File: src/rtl/disp_fmt_pkg.sv
// Shared constants and types for the display formatter: FSM states, edit-mode codes,
// refresh default and twinkle masks.
package disp_fmt_pkg;

   typedef enum logic [1:0] {
      StIdle,
      StConv,
      StOut
   } state_t;

   localparam logic [1:0] ModeRun  = 2'd0;
   localparam logic [1:0] ModeHour = 2'd1;
   localparam logic [1:0] ModeMin  = 2'd2;
   localparam logic [1:0] ModeSec  = 2'd3;

   localparam int unsigned RefreshCycDefault = 50_000;
   localparam logic [2:0]  LastStep          = 3'd5;

   localparam logic [5:0] TwinkleNone = 6'b000000;
   localparam logic [5:0] TwinkleHour = 6'b110000;
   localparam logic [5:0] TwinkleMin  = 6'b001100;
   localparam logic [5:0] TwinkleSec  = 6'b000011;

   function automatic logic [5:0] twinkle_mask(input logic [1:0] mode);
      logic [5:0] mask;
      unique case (mode)
         ModeHour: mask = TwinkleHour;
         ModeMin:  mask = TwinkleMin;
         ModeSec:  mask = TwinkleSec;
         default:  mask = TwinkleNone;
      endcase
      return mask;
   endfunction

endpackage

File: src/rtl/disp_fmt_bin2bcd6_seq.sv
// 6-bit sequential double-dabble: load captures the binary value, each shift performs
// one add-3-then-shift step. Six shifts leave the result on tens_o/units_o.
module bin2bcd6_seq (
   input  logic       clk_i,
   input  logic       rst_ni,
   input  logic       load_i,
   input  logic       shift_i,
   input  logic [5:0] bin_i,
   output logic [3:0] tens_o,
   output logic [3:0] units_o
);

   logic [5:0] bin_q;
   logic [3:0] tens_q, units_q;
   logic [3:0] tens_adj, units_adj;

   always_comb begin
      tens_adj  = (tens_q  >= 4'd5) ? tens_q  + 4'd3 : tens_q;
      units_adj = (units_q >= 4'd5) ? units_q + 4'd3 : units_q;
   end

   always_ff @(posedge clk_i) begin
      if (!rst_ni) begin
         bin_q   <= '0;
         tens_q  <= '0;
         units_q <= '0;
      end else if (load_i) begin
         bin_q   <= bin_i;
         tens_q  <= '0;
         units_q <= '0;
      end else if (shift_i) begin
         {tens_q, units_q, bin_q} <= {tens_adj[2:0], units_adj, bin_q, 1'b0};
      end
   end

   assign tens_o  = tens_q;
   assign units_o = units_q;

endmodule

File: src/rtl/disp_fmt.sv
// Display formatter: captures time and edit mode, converts to six BCD digits and
// strobes valid_sd with twinkle/decimal-point masks; re-strobes after REFRESH_CYC idle cycles.
module disp_fmt
   import disp_fmt_pkg::*;
#(
   parameter int unsigned REFRESH_CYC = RefreshCycDefault
) (
   input  logic       sysclk,
   input  logic       rst_n,
   input  logic       time_upd,
   input  logic [4:0] hour,
   input  logic [5:0] minute,
   input  logic [5:0] second,
   input  logic [1:0] set_mode,
   input  logic       alarm_on,
   output logic [3:0] num6,
   output logic [3:0] num5,
   output logic [3:0] num4,
   output logic [3:0] num3,
   output logic [3:0] num2,
   output logic [3:0] num1,
   output logic [5:0] twinkle,
   output logic [5:0] dp,
   output logic       valid_sd,
   output logic       busy
);

   localparam int unsigned CntW = (REFRESH_CYC > 1) ? $clog2(REFRESH_CYC) : 1;

   state_t          state_q, state_d;
   logic [2:0]      step_q, step_d;
   logic            pend_q, pend_d;
   logic [CntW-1:0] ref_cnt_q, ref_cnt_d;
   logic [1:0]      mode_sh;
   logic            alarm_sh;
   logic            ref_term, req, load, shift, out_en;
   logic [3:0]      hour_t, hour_u, min_t, min_u, sec_t, sec_u;

   assign ref_term = (ref_cnt_q == CntW'(REFRESH_CYC - 1));
   assign req      = time_upd | (set_mode != mode_sh) | (alarm_on != alarm_sh) | ref_term;

   always_comb begin
      state_d = state_q;
      step_d  = step_q;
      pend_d  = pend_q;
      load    = 1'b0;
      shift   = 1'b0;
      out_en  = 1'b0;
      unique case (state_q)
         StIdle: begin
            if (req || pend_q) begin
               state_d = StConv;
               step_d  = 3'd0;
               pend_d  = 1'b0;
               load    = 1'b1;
            end
         end
         StConv: begin
            shift  = 1'b1;
            step_d = step_q + 3'd1;
            if (req) pend_d = 1'b1;
            if (step_q == LastStep) state_d = StOut;
         end
         StOut: begin
            out_en  = 1'b1;
            state_d = StIdle;
            if (req) pend_d = 1'b1;
         end
         default: state_d = StIdle;
      endcase
   end

   // Refresh measures time since the last frame, so a strobe restarts the count.
   always_comb begin
      if (valid_sd || ref_term) ref_cnt_d = '0;
      else                      ref_cnt_d = ref_cnt_q + CntW'(1);
   end

   always_ff @(posedge sysclk) begin
      if (!rst_n) begin
         state_q   <= StIdle;
         step_q    <= '0;
         pend_q    <= 1'b0;
         ref_cnt_q <= '0;
         mode_sh   <= '0;
         alarm_sh  <= 1'b0;
      end else begin
         state_q   <= state_d;
         step_q    <= step_d;
         pend_q    <= pend_d;
         ref_cnt_q <= ref_cnt_d;
         if (load) begin
            mode_sh  <= set_mode;
            alarm_sh <= alarm_on;
         end
      end
   end

   bin2bcd6_seq u_hour (
      .clk_i   (sysclk),
      .rst_ni  (rst_n),
      .load_i  (load),
      .shift_i (shift),
      .bin_i   ({1'b0, hour}),
      .tens_o  (hour_t),
      .units_o (hour_u)
   );

   bin2bcd6_seq u_min (
      .clk_i   (sysclk),
      .rst_ni  (rst_n),
      .load_i  (load),
      .shift_i (shift),
      .bin_i   (minute),
      .tens_o  (min_t),
      .units_o (min_u)
   );

   bin2bcd6_seq u_sec (
      .clk_i   (sysclk),
      .rst_ni  (rst_n),
      .load_i  (load),
      .shift_i (shift),
      .bin_i   (second),
      .tens_o  (sec_t),
      .units_o (sec_u)
   );

   always_ff @(posedge sysclk) begin
      if (!rst_n) begin
         {num6, num5, num4, num3, num2, num1} <= '0;
         twinkle  <= '0;
         dp       <= '0;
         valid_sd <= 1'b0;
      end else begin
         valid_sd <= out_en;
         if (out_en) begin
            {num6, num5, num4, num3, num2, num1} <= {hour_t, hour_u, min_t, min_u, sec_t, sec_u};
            twinkle <= twinkle_mask(mode_sh);
            dp      <= {1'b0, 1'b1, 1'b0, 1'b1, 1'b0, alarm_sh};
         end
      end
   end

   assign busy = (state_q != StIdle);

endmodule

File: config.mk
export PLATFORM = sky130hd
export DESIGN_NAME = disp_fmt
export DESIGN_NICKNAME = d
export VERILOG_FILES = /design/src/rtl/disp_fmt_pkg.sv /design/src/rtl/disp_fmt_bin2bcd6_seq.sv /design/src/rtl/disp_fmt.sv
export SDC_FILE = /design/constraint.sdc
export NUM_CORES = 1
export LEC_CHECK = 0
export CAP_MARGIN = 25
export CORE_ASPECT_RATIO = 1.75
export CORE_MARGIN = 1.5
export CORE_UTILIZATION = 55
export CTS_CLUSTER_SIZE = 30
export DETAILED_ROUTE_END_ITERATION = 10
export GPL_TIMING_DRIVEN = 0
export PLACE_DENSITY = 0.8
export SLEW_MARGIN = 30
export SYNTH_ARGS = -nofsm -noshare
export SYNTH_HDL_FRONTEND = slang
export SYNTH_SLANG_ARGS = --single-unit
export TNS_END_PERCENT = 30
File: constraint.sdc
create_clock -name sysclk -period 2.5 [get_ports sysclk]
set_clock_uncertainty 0.05 [all_clocks]
set_input_delay 0.25 -clock sysclk [delete_from_list [all_inputs] [get_ports sysclk]]
set_output_delay 0.25 -clock sysclk [all_outputs]
set_load 0.05 [all_outputs]
==> After elaboration in Yosys (flattened, before gate mapping) <==
Cells that the tools add are included.
{ "totals": {"elab_cells": 93, "inputBits": 23, "out_inout_bits": 38, "ff_bits": 100} }
{ "op_classes": {"n_eq_ne": 12, "order_cmp": 6, "reduce_logical": 13, "mux": 25, "n_addsub": 8, "n_bitwise": 4} }
{ "op_table": {"columns": ["op", "n"], "rows": [
  ["$ge A4 B3 Y1 const B", 6],
  ["$mux W6", 4],
  ["$pmux W6 S3", 1],
  ["$add A16 B1 Y16 const B", 1],
  ["$eq A16 B16 Y1 const B", 1],
  ["$add A4 B2 Y4 const B", 3],
  ["$mux W3", 4],
  ["$mux W4", 3],
  ["$mux W5", 2],
  ["$add A3 B2 Y3 const B", 3],
  ["$reduce_bool A2 Y1", 4],
  ["$eq A2 B2 Y1 const B", 3],
  ["$mux W1", 6],
  ["$pmux W3 S2", 1],
  ["$reduce_or A2 Y1", 3],
  ["$eq A2 B1 Y1 const B", 2],
  ["$mux W2", 2],
  ["$ne A2 B2 Y1 const B", 2],
  ["$pmux W2 S2", 1],
  ["$reduce_and A2 Y1", 2],
  ["$add A3 B1 Y3 const B", 1],
  ["$eq A3 B3 Y1 const B", 1],
  ["$or A1 B1 Y1", 3],
  ["$reduce_and A3 Y1", 1],
  ["other kinds (7)", 8]
]} }

==> Depth between registers and ports, before layout <==
{ "logic_depth": {"ltp_word": 8, "ltp_mapped": 7, "ltp_nobuf": 7} }

==> Cells and area by module <==
Synthesis repeated with hierarchy kept, for this count alone.
{ "hier_totals": {"hier_cells": 534, "hier_area_um2": 4793.3} }
{ "by_module_without_submodules": {"columns": ["mod", "area_each_um2", "cells_per_inst", "instances"], "rows": [
  ["bin2bcd6_seq", 818.3, 96, 3],
  ["disp_fmt", 2338.5, 246, 1]
]} }

==> Worst setup path before layout <==
Ideal clock, no wire load.
{ "synth_timing": {"kind": "flip-flop to flip-flop", "start": "register state_q[0]", "end": "register step_q[0]", "required_ps": 2331, "n_path_buf": 1, "arrival_time_ps": 1667, "path_stages_with_launch": 8, "setup_ps": 119, "slack_ps": 665, "path_cell_list": "dfxtp_1 -> inv_1 -> ha_1 -> buf_2 -> inv_1 -> nor3_2 -> nor2b_1 -> o221a_2"} }
{ "synth_between": {"elab_chain_len": 3, "word_cells_on_any_way": 6, "cone_classes": "eq/ne (2); mux (1); reduce/logical (3)"} }
{ "synth_lines": {"columns": ["item", "line", "rtl"], "rows": [
  ["start, declared", "disp_fmt.sv:30", "state_t state_q, state_d;"],
  ["start signal, assigned", "disp_fmt.sv:81", "state_q <= StIdle;"],
  ["start signal, assigned", "disp_fmt.sv:88", "state_q <= state_d;"],
  ["$eq A2 B1 Y1 or $logic_not A2 Y1 (tied branches)", "disp_fmt.sv:49", "unique case (state_q)"],
  ["$reduce_bool A2 Y1 (no line) or $ne A2 B2 Y1 (tied branches)", null, null],
  ["$reduce_and A2 Y1 (no line)", null, null],
  ["end signal, assigned", "disp_fmt.sv:89", "step_q <= step_d;"],
  ["end, declared", "disp_fmt.sv:31", "logic [2:0] step_q, step_d;"]
]} }
Several ways; a longest one is shown, not always the timed one.
A chain may end at the register's enable or synchronous reset.

==> Worst setup path in the final report <==
{ "layout_timing": {"start": "register state_q[0]", "end": "output busy"} }
{ "layout_between": {"elab_chain_len": 1} }
{ "layout_lines": {"columns": ["item", "line", "rtl"], "rows": [
  ["$reduce_bool A2 Y1", "disp_fmt.sv:145", "assign busy = (state_q != StIdle);"],
  ["end, declared", "disp_fmt.sv:25", "output logic busy"]
]} }
Every way passes these cells.

==> results.toml <==
[grt]
antenna_found_initial = 0
grt.overflow.total = 0
grt_max_degree = 15
grt_pass1_wl_mm = 15.8
use_met1 = 0.254
track_usage = 0.228
grt_pass1_vias = 3474
grtUsageMet3 = 0.0350
gr-max-usage-layer = "met2"
use_met2 = 0.415

[status]
status = "finished, violations left"
violations = "DRC"

[synth]
syn_area_per_cell_sq_um = 9.63
synth_top_area_share = 0.429
synth_seq_cells = 97
synthArstFlopShare = 0
yosysTopAreaCell = "dfxtp_1"
synth_ff_type = "dfxtp_1"
netlist_instances = 470
syn-cell-area_sq_mm = 0.00453
yosysWarnings = 0
synth_edf_count = 0
yosys-top-cells-area = "dfxtp_1, mux2i_1, ha_1"
yosys.cell_types.count = 45
seq_area_frac_synth = 0.429

[final_layout]
n_antenna_cell = 0
layout_common_cells = "dfxtp_1, mux2i_1, clkdlybuf4s50_1"
multi_input_area_sq_mm = 0.00233
seq_area_sq_mm = 0.00194
fin_nets = 580
fin_util = 0.687
fillCellCount = 639
area_growth_pct = 20.8
drive_gt1_frac = 0.0663
finalInstanceArea_sq_mm = 0.00547
layout_commonest_cell = "dfxtp_1"

[place]
dp_hpwl_mm = 6.99
gp_congestion = 0.896
port_buffers = 56
place_area_sq_mm = 0.00521

[worst_setup_path]
rr_worst_depth = 7
cp_max_fo = 8
critPathLaunch = "state_q[0]"
endpoint = "busy"
cp_data_required_time_ns = 2.20
ff2ff_setup_slack_ns = 0.42
start_kind = "flop"
cp_data_arrival_time_ns = 2.09
end_kind = "primary output"
critPathKind = "reg -> out"
rr_endpoint = "u_min.units_o[2]"
reg2reg_from = "state_q[1]"

[die]
rows = 43
coreArea_sq_mm = 0.00796
die_w_um = 71.6
initial_utilization = 0.568
die_area_sq_mm = 0.00880
io_pins = 61
fp.dieH_um = 123

[timing]
period_minus_slack_ns = 2.39
hold_viol = 0
fin_setup_tns_ns = 0
whs_ns = 0.387
slew_headroom = 0.452
slew_viol_final = 0
post-route-period-util = 0.957
fmax_ghz = 0.418
rsz0062_at_grt = "no"
setup_viol_count_final = 0
worst_pin_slew_ns = 0.822

[cts]
clkTransAtPathRegs_ns = 0.06
cts_root_buffer = "clkbuf_16"
cts_made_buffers = 9
post_cts_resized = 0
cts_buffer_depth = 2
h-tree-depth = 3
clk_latency_ns = 0.34
cts_setup_buffers = 0
hold_buffers = 0
cts_tree = "built"
clock-sinks = 97

[route]
via_per_inst = 5.46
drt_iter0_drc = 170
routedWlPerCell_um = 15.2
drtPass1Iterations = 8
ant_nets = 0
vias = 3454
drc_errors = 3
drt_wl_total_mm = 9.65

[power_and_ir_drop]
peakVddDrop_v = 0.000625
cellLeakagePower_uw = 0.00213
p_per_area_mw_per_mm2 = 843

[run]
cap_violations = 0

[hold_path]
worstHoldPathType = "in -> reg"
whs_path_depth = 3
-- routing by layer --
layer | wire length, um | up-vias
met5 | 0 | -
met4 | 178 | 0
li1 | - | 1728
met2 | 5180 | 73
met1 | 3950 | 1639
met3 | 335 | 14
-- cell usage after synthesis, types with 3 or more instances --
library cell / number
dfxtp_1: 97
mux2i_1: 58
nor2_1: 35
nand2_1: 33
nor2b_1: 33
inv_1: 19
xnor2_1: 19
ha_1: 18
clkbuf_1: 17
nand3_1: 16
o211a_1: 16
o21ai_0: 16
a21oi_1: 14
nand2b_1: 11
buf_4: 10
xor2_1: 6
nand4b_1: 5
buf_6: 4
nand4_1: 4
a21boi_0: 3
a21o_1: 3
o211ai_1: 3
o21ai_1: 3
-- flip-flops by register name, summed over array words and instances, names as in the netlist, 3 cells and up --
name,count
u_min.bin_q,6
num1,4
num2,4
u_sec.units_o,4
u_hour.tens_o,4
u_min.tens_o,4
num6,4
u_sec.tens_o,4
num4,4
u_hour.units_o,4
num5,4
u_sec.bin_q,6
ref_cnt_q,16
u_hour.bin_q,6
twinkle,3
num3,4
step_q,3
u_min.units_o,4
-- critical path, cell delays in order, from the launching register on --
cell and delay, ns:
dfxtp_1 0.33, inv_1 0.07, ha_1 0.18, buf_2 0.19
inv_1 0.15, clkdlybuf4s50_1 0.82
-- worst min path at each step --
stage | start | end | slack (ns)
2_1_floorplan | hour[0] | u_hour.bin_q[0] | 0.33
3_3_place_gp | ref_cnt_q[0] | ref_cnt_q[0] | 0.38
3_5_place_dp | ref_cnt_q[0] | ref_cnt_q[0] | 0.40
4_1_cts | rst_n | u_hour.tens_o[3] | 0.37
5_1_grt | rst_n | u_hour.tens_o[3] | 0.41
6_report | rst_n | u_hour.tens_o[3] | 0.39
-- kinds of logic after synthesis --
group	share of synthesized area
other cells	0.000829
xor+xnor	0.0484
buf+inv	0.0586
simple gates	0.185
compound gates	0.0998
fa+ha+maj	0.0498
flops	0.429
mux	0.128
-- area by class of cell --
class	instances	share of cell area
multi-input cells	323	0.425
flip-flops and latches	97	0.355
repair buffers	56	0.102
clock buffers	11	0.0444
plain buffers	33	0.0355
well taps	90	0.0206
inverters	19	0.0130
clock inverters	4	0.00366
-- through the flow --
| stage | worst slack, ns | total power (uW) | std cells |
|---|---|---|---|
| final | 0.106 | 4610 | 633 |
| after CTS | 0.0994 | 4630 | 633 |
| after global placement | 0.386 | 3350 | 618 |
| after floorplan | 0.665 | 3010 | 472 |
| after detailed placement | 0.358 | 3400 | 618 |
| after global routing | 0.0575 | 4850 | 633 |
-- power by group --
part           leakage, uW  total [uW]  internal [uW]  switching, uW
combinational      0.00120        1520            638            878
sequential        0.000788        1860           1730            124
clock             0.000135        1240            689            550
total              0.00213        4610           3060           1550
(Power assumes the default switching activity.)
==> RTL change 1 (config.mk and constraints unchanged) <==
Add an input register stage for `time_upd`, `hour`, `minute`, `second`, `set_mode` and `alarm_on`; this delays them by one clock.
--- a/src/rtl/disp_fmt.sv
+++ b/src/rtl/disp_fmt.sv
@@ -28,4 +28,20 @@
    localparam int unsigned CntW = (REFRESH_CYC > 1) ? $clog2(REFRESH_CYC) : 1;
 
+   logic time_upd_q;
+   logic [4:0] hour_q;
+   logic [5:0] minute_q;
+   logic [5:0] second_q;
+   logic [1:0] set_mode_q;
+   logic alarm_on_q;
+
+   always_ff @(posedge sysclk) begin
+      time_upd_q <= time_upd;
+      hour_q     <= hour;
+      minute_q   <= minute;
+      second_q   <= second;
+      set_mode_q <= set_mode;
+      alarm_on_q <= alarm_on;
+   end
+
    state_t          state_q, state_d;
    logic [2:0]      step_q, step_d;
@@ -38,5 +54,5 @@
 
    assign ref_term = (ref_cnt_q == CntW'(REFRESH_CYC - 1));
-   assign req      = time_upd | (set_mode != mode_sh) | (alarm_on != alarm_sh) | ref_term;
+   assign req      = time_upd_q | (set_mode_q != mode_sh) | (alarm_on_q != alarm_sh) | ref_term;
 
    always_comb begin
@@ -91,6 +107,6 @@
          ref_cnt_q <= ref_cnt_d;
          if (load) begin
-            mode_sh  <= set_mode;
-            alarm_sh <= alarm_on;
+            mode_sh  <= set_mode_q;
+            alarm_sh <= alarm_on_q;
          end
       end
@@ -102,5 +118,5 @@
       .load_i  (load),
       .shift_i (shift),
-      .bin_i   ({1'b0, hour}),
+      .bin_i   ({1'b0, hour_q}),
       .tens_o  (hour_t),
       .units_o (hour_u)
@@ -112,5 +128,5 @@
       .load_i  (load),
       .shift_i (shift),
-      .bin_i   (minute),
+      .bin_i   (minute_q),
       .tens_o  (min_t),
       .units_o (min_u)
@@ -122,5 +138,5 @@
       .load_i  (load),
       .shift_i (shift),
-      .bin_i   (second),
+      .bin_i   (second_q),
       .tens_o  (sec_t),
       .units_o (sec_u)
Formal check against the unedited RTL: not equivalent (a bounded check fails within 4 cycles, from zero or initial values and one cycle with rst_n low).
==> RTL change 1 against the original RTL <==
Count of clock-buffer cells in the layout is 11 higher; synthesized area rose by 9.0%; register-to-register slack improved by 50 ps; core utilization is 3.1 points higher; sequential cell count grew 21; worst setup slack better by 59 ps; routed wire length rose by 3.8%; largest cell class is now registers; total power grew 33%; critical path type unchanged; cell area is 14% higher; clock power up 89%.
==> RTL change 1: results (changes against the original RTL) <==
- Status: completed (was finished with violations)
- Peak supply drop: 0.0008012 V (was 0.0006246 V)
- DRT Pass-1 Iters: 5 (was 8)
- Clk_lat worst skew: 410 ps (was 340 ps)
- Layout cells sized above 1: 8.576% (was 6.630%)
- Sw Pwr: 1.865 mW (was 1.551 mW)
- Arrival time of the worst setup path: 2030 ps (was 2090 ps)
- Number of global-route vias before repair: 3,718 (was 3,474)
- Reg2reg end: u_hour.bin_q[5]$_SDFFE_PP0P_ (was u_min.units_o[2]$_SDFFE_PP0P_)
- Crit. Startpoint: state_q[1]$_SDFFE_PN0P_ (was state_q[0]$_SDFFE_PN0P_)
- Post-synthesis sequential area ratio: 47.89% (was 42.91%)
- TritonCTS Buffers: 17 (was 9)
- Placed cell count: 669 (was 618)
- Detailed Route WL: 10.01 mm (was 9.650 mm)
- GR Util All Layers: 22.96% (was 22.83%)
- FF-to-FF Start: ref_cnt_q[0]$_SDFF_PP0_ (was state_q[1]$_SDFFE_PN0P_)
- R2R cell count: 8 (was 7)
- Distinct cells, synth: 46 (was 45)
- Hold Path Origin: second[1] (was rst_n)
- Final cell count without fillers: 700 (was 633)
- Final Wtd Congestion: 0.8087 (was 0.8959)
- Via density: 5.170 (was 5.457)
- Max Fanout on Critical Path: 4 (was 8)
- DR iter-0 viols: 147 (was 170)
- Layout net count: 612 (was 580)
- Commonest cells post-synth: dfxtp_1, mux2i_1, nor2_1 (unchanged)
- Area contributors post-synth: dfxtp_1, mux2i_1, ha_1 (unchanged)
- Pleak: 2.471 nW (was 2.127 nW)
-- RTL change 1: changes by cell type in the layout (fill, tap and decap cells not counted), moves of 2 or more --
cell / before / now
dfxtp_1: 97 / 118
clkbuf_16: 9 / 17
nand4b_1: 5 / 1
nand2b_1: 11 / 8
nand3b_1: 1 / 4
bufinv_16: 0 / 2
clkbuf_8: 1 / 3
nand4_1: 4 / 6
nand4bb_1: 2 / 0
nor2b_1: 33 / 31
o21ai_0: 16 / 14
xor2_1: 6 / 8
-- RTL change 1: area by class of cell --
cell class                 count  area [um^2]
fill                         672         2449
multi-input combinational    325         2307
timing repair buffer          56        560.5
tap                          117        146.4
sequential                   118         2362
clock inverter                 9        101.3
clock buffer                  22        474.2
inverter                      20        75.07
buffer                        33        195.2
-- RTL change 1: worst max-delay path: stages (launching register included) --
cell and delay (ps):
dfxtp_1 360, inv_1 80, ha_1 210, inv_1 150, clkdlybuf4s50_1 830
-- RTL change 1: logic make-up after synthesis --
family	share of synthesized area [%]
fa+ha+maj	4.566
flops	47.89
buf+inv	5.479
compound gates	9.437
xor+xnor	4.795
other cells	0.07603
mux	11.77
simple gates	15.98
-- RTL change 1: through the flow --
| step | utilization [%] | setup slack, ps | total power [mW] | instance area [um^2] | hold slack (ps) |
|---|---|---|---|---|---|
| 4_1_cts | 71.76 | 161.4 | 6.169 | 6222 | 222.4 |
| 3_5_place_dp | 65.12 | 502.4 | 3.837 | 5647 | 387.4 |
| 6_report | 71.76 | 165.7 | 6.146 | 6222 | 230.5 |
| 2_1_floorplan | - | 763.7 | 3.431 | 4940 | 227.7 |
| 3_3_place_gp | 65.12 | 540.1 | 3.780 | 5647 | 378.8 |
| 5_1_grt | 71.76 | 95.58 | 6.409 | 6222 | 222.0 |
-- RTL change 1: how the worst min path moves through the flow --
stage / end / depth (start not counted)
2_1_floorplan: alarm_on_q$_DFF_P_ / 0
3_3_place_gp: u_min.bin_q[0]$_SDFFE_PN0P_ / 2
3_5_place_dp: u_min.bin_q[0]$_SDFFE_PN0P_ / 2
4_1_cts: second_q[1]$_DFF_P_ / 1
5_1_grt: second_q[1]$_DFF_P_ / 1
6_report: second_q[1]$_DFF_P_ / 1
-- RTL change 1: power by group through the flow --
stage,Sequential (mW),Combinational (mW),Clock (mW)
final,2.24,1.56,2.34
after global routing,2.26,1.70,2.45
after CTS,2.24,1.57,2.36
after detailed placement,2.28,1.56,0
after global placement,2.27,1.51,0
after floorplan,2.27,1.16,0
-- RTL change 1: layer usage --
layer / routed length (um) / GRT usage [%] / vias up
met1: 3852 / 22.47 / 1700
met5: 0 / 0 / -
met4: 262 / 12.30 / 0
met3: 245 / 6.211 / 24
li1: - / - / 1832
met2: 5652 / 41.96 / 63
==> RTL change 2 (same flow settings) <==
Made on the original files. Set the package constant `RefreshCycDefault` to 12_500 (it was 50_000).
--- a/src/rtl/disp_fmt_pkg.sv
+++ b/src/rtl/disp_fmt_pkg.sv
@@ -14,5 +14,5 @@
    localparam logic [1:0] ModeSec  = 2'd3;
 
-   localparam int unsigned RefreshCycDefault = 50_000;
+   localparam int unsigned RefreshCycDefault = 12_500;
    localparam logic [2:0]  LastStep          = 3'd5;
 
Function: same outputs for any inputs over 10 cycles, from zero or initial values and one cycle with rst_n low; that may be too few to reach the edited logic, so the function may still have changed.
==> RTL change 2 against the original RTL <==
Fmax up 13%; total power down 0.31%; synthesized area down 3.5%; routed wire length down 2.2%; worst setup slack better by 270 ps; cell area down 2.8%; via count down 0.43%; sequential cell count down 2.
==> RTL change 2: results (changes against the original RTL) <==
- Worst reg2reg setup slack: 380 ps (was 420 ps)
- R2R cell count: 8 (was 7)
- Area contributors post-synth: dfxtp_1, mux2i_1, nor2_1 (was dfxtp_1, mux2i_1, ha_1)
- Critical path class: flop to flop (was flop to output pin)
- Hpwl dp: 6.901 mm (was 6.986 mm)
- Port Buffers: 57 (was 56)
- DR iter-0 viols: 218 (was 170)
- Final Hold Slack: 421.1 ps (was 387.3 ps)
- Post-synthesis sequential area ratio: 43.54% (was 42.91%)
- Commonest cells post-synth: dfxtp_1, nor2_1, mux2i_1 (was dfxtp_1, mux2i_1, nor2_1)
- Rel. slew slack: 54.89% (was 45.23%)
- Worst Hold End: u_min.tens_o[3]$_SDFFE_PP0P_ (was u_hour.tens_o[3]$_SDFFE_PP0P_)
- GR Util All Layers: 23.11% (was 22.83%)
- Hold Path Origin: u_min.tens_o[3]$_SDFFE_PP0P_ (was rst_n)
- Slowest-stage cell, CP: clkbuf_1 (was clkdlybuf4s50_1)
- WHS Path Cells: 2 (was 3)
- Pleak: 1.998 nW (was 2.127 nW)
- Met3 usage: 4.153% (was 3.504%)
- Fraction of synthesized area in multiplexers: 13.55% (was 12.83%)
- Max reg flops: 14 (was 16)
- Layout cells sized above 1: 8.550% (was 6.630%)
- Hold Crit Class: flop to flop (was primary input to flop)
- Compound-Gate Fraction of Synth Area: 10.68% (was 9.981%)
- Detailed Route WL: 9.441 mm (was 9.650 mm)
- Distinct cells, synth: 44 (was 45)
- Final Wtd Congestion: 0.8467 (was 0.8959)
- Layout net count: 575 (was 580)
- Routed len/inst: 15.08 um (was 15.24 um)
- Status: completed (was finished with violations)
- Placed Area: 0.005056 mm^2 (was 0.005206 mm^2)
- Largest net degree at the start of global routing: 14 (was 15)
- # fillers: 618 (was 639)
- Max Fanout on Critical Path: 10 (was 8)
- Pre-CTS setup slack: 266.4 ps (was 358.3 ps)
- Max stage delay on crit path: 490 ps (was 820 ps)
- Synth Area in XOR/XNOR: 4.211% (was 4.838%)
- Number of global-route vias before repair: 3,406 (was 3,474)
- Global routing usage on met2: 43.10% (was 41.53%)
- Placed cell count: 611 (was 618)
- Reg2reg end: u_min.units_o[3]$_SDFFE_PP0P_ (was u_min.units_o[2]$_SDFFE_PP0P_)
- Peak supply drop: 0.0005758 V (was 0.0006246 V)
- Fraction of the mapped netlist area in adder cells: 5.156% (was 4.976%)
- Finished Core Util: 69.79% (was 68.68%)
==> RTL change 2: final cells by class <==
| class | count | share of cell area [%] |
|---|---|---|
| plain buffers | 32 | 3.553 |
| flip-flops and latches | 95 | 35.76 |
| well taps | 88 | 2.071 |
| inverters | 19 | 1.341 |
| clock inverters | 1 | 0.09412 |
| repair buffers | 57 | 10.78 |
| clock buffers | 14 | 4.776 |
| multi-input cells | 320 | 41.62 |
==> RTL change 2: logic make-up after synthesis <==
group / count (synthesis)
compound gates: 67
mux: 59
simple gates: 152
fa+ha+maj: 18
other cells: 1
flops: 95
xor+xnor: 21
buf+inv: 51
==> RTL change 2: worst max-delay path by stage <==
stage                               endpoint  slack [ps]  cells after the start
6_report       u_min.units_o[3]$_SDFFE_PP0P_         380                      8
5_1_grt        u_sec.units_o[3]$_SDFFE_PP0P_         160                      8
4_1_cts                                 busy          60                      5
3_5_place_dp            num2[3]$_SDFFE_PN0P_         270                      5
3_3_place_gp            num4[3]$_SDFFE_PN0P_         280                      5
2_1_floorplan        state_q[1]$_SDFFE_PN0P_         740                      7
==> RTL change 2: power breakdown <==
group / leakage [nW] / internal [mW] / total [mW] / switching (mW)
clock: 0.127 / 0.696 / 1.24 / 0.540
sequential: 0.772 / 1.70 / 1.83 / 0.126
combinational: 1.10 / 0.615 / 1.54 / 0.921
total: 2.00 / 3.01 / 4.60 / 1.59
==> RTL change 2: tightest hold or removal path, delay by kind of cell (launching register included) <==
kind	cells	cell delay, ps
flip-flops	1	320
AND/OR/NAND/NOR	1	60
AO/OA/AOI/OAI	1	50
==> RTL change 2: metal layers <==
layer / share of wire [%] / vias to the layer above
met2: 54 / 64
met5: 0 / -
met3: 2.7 / 24
met4: 3.2 / 0
met1: 40 / 1644
li1: - / 1707
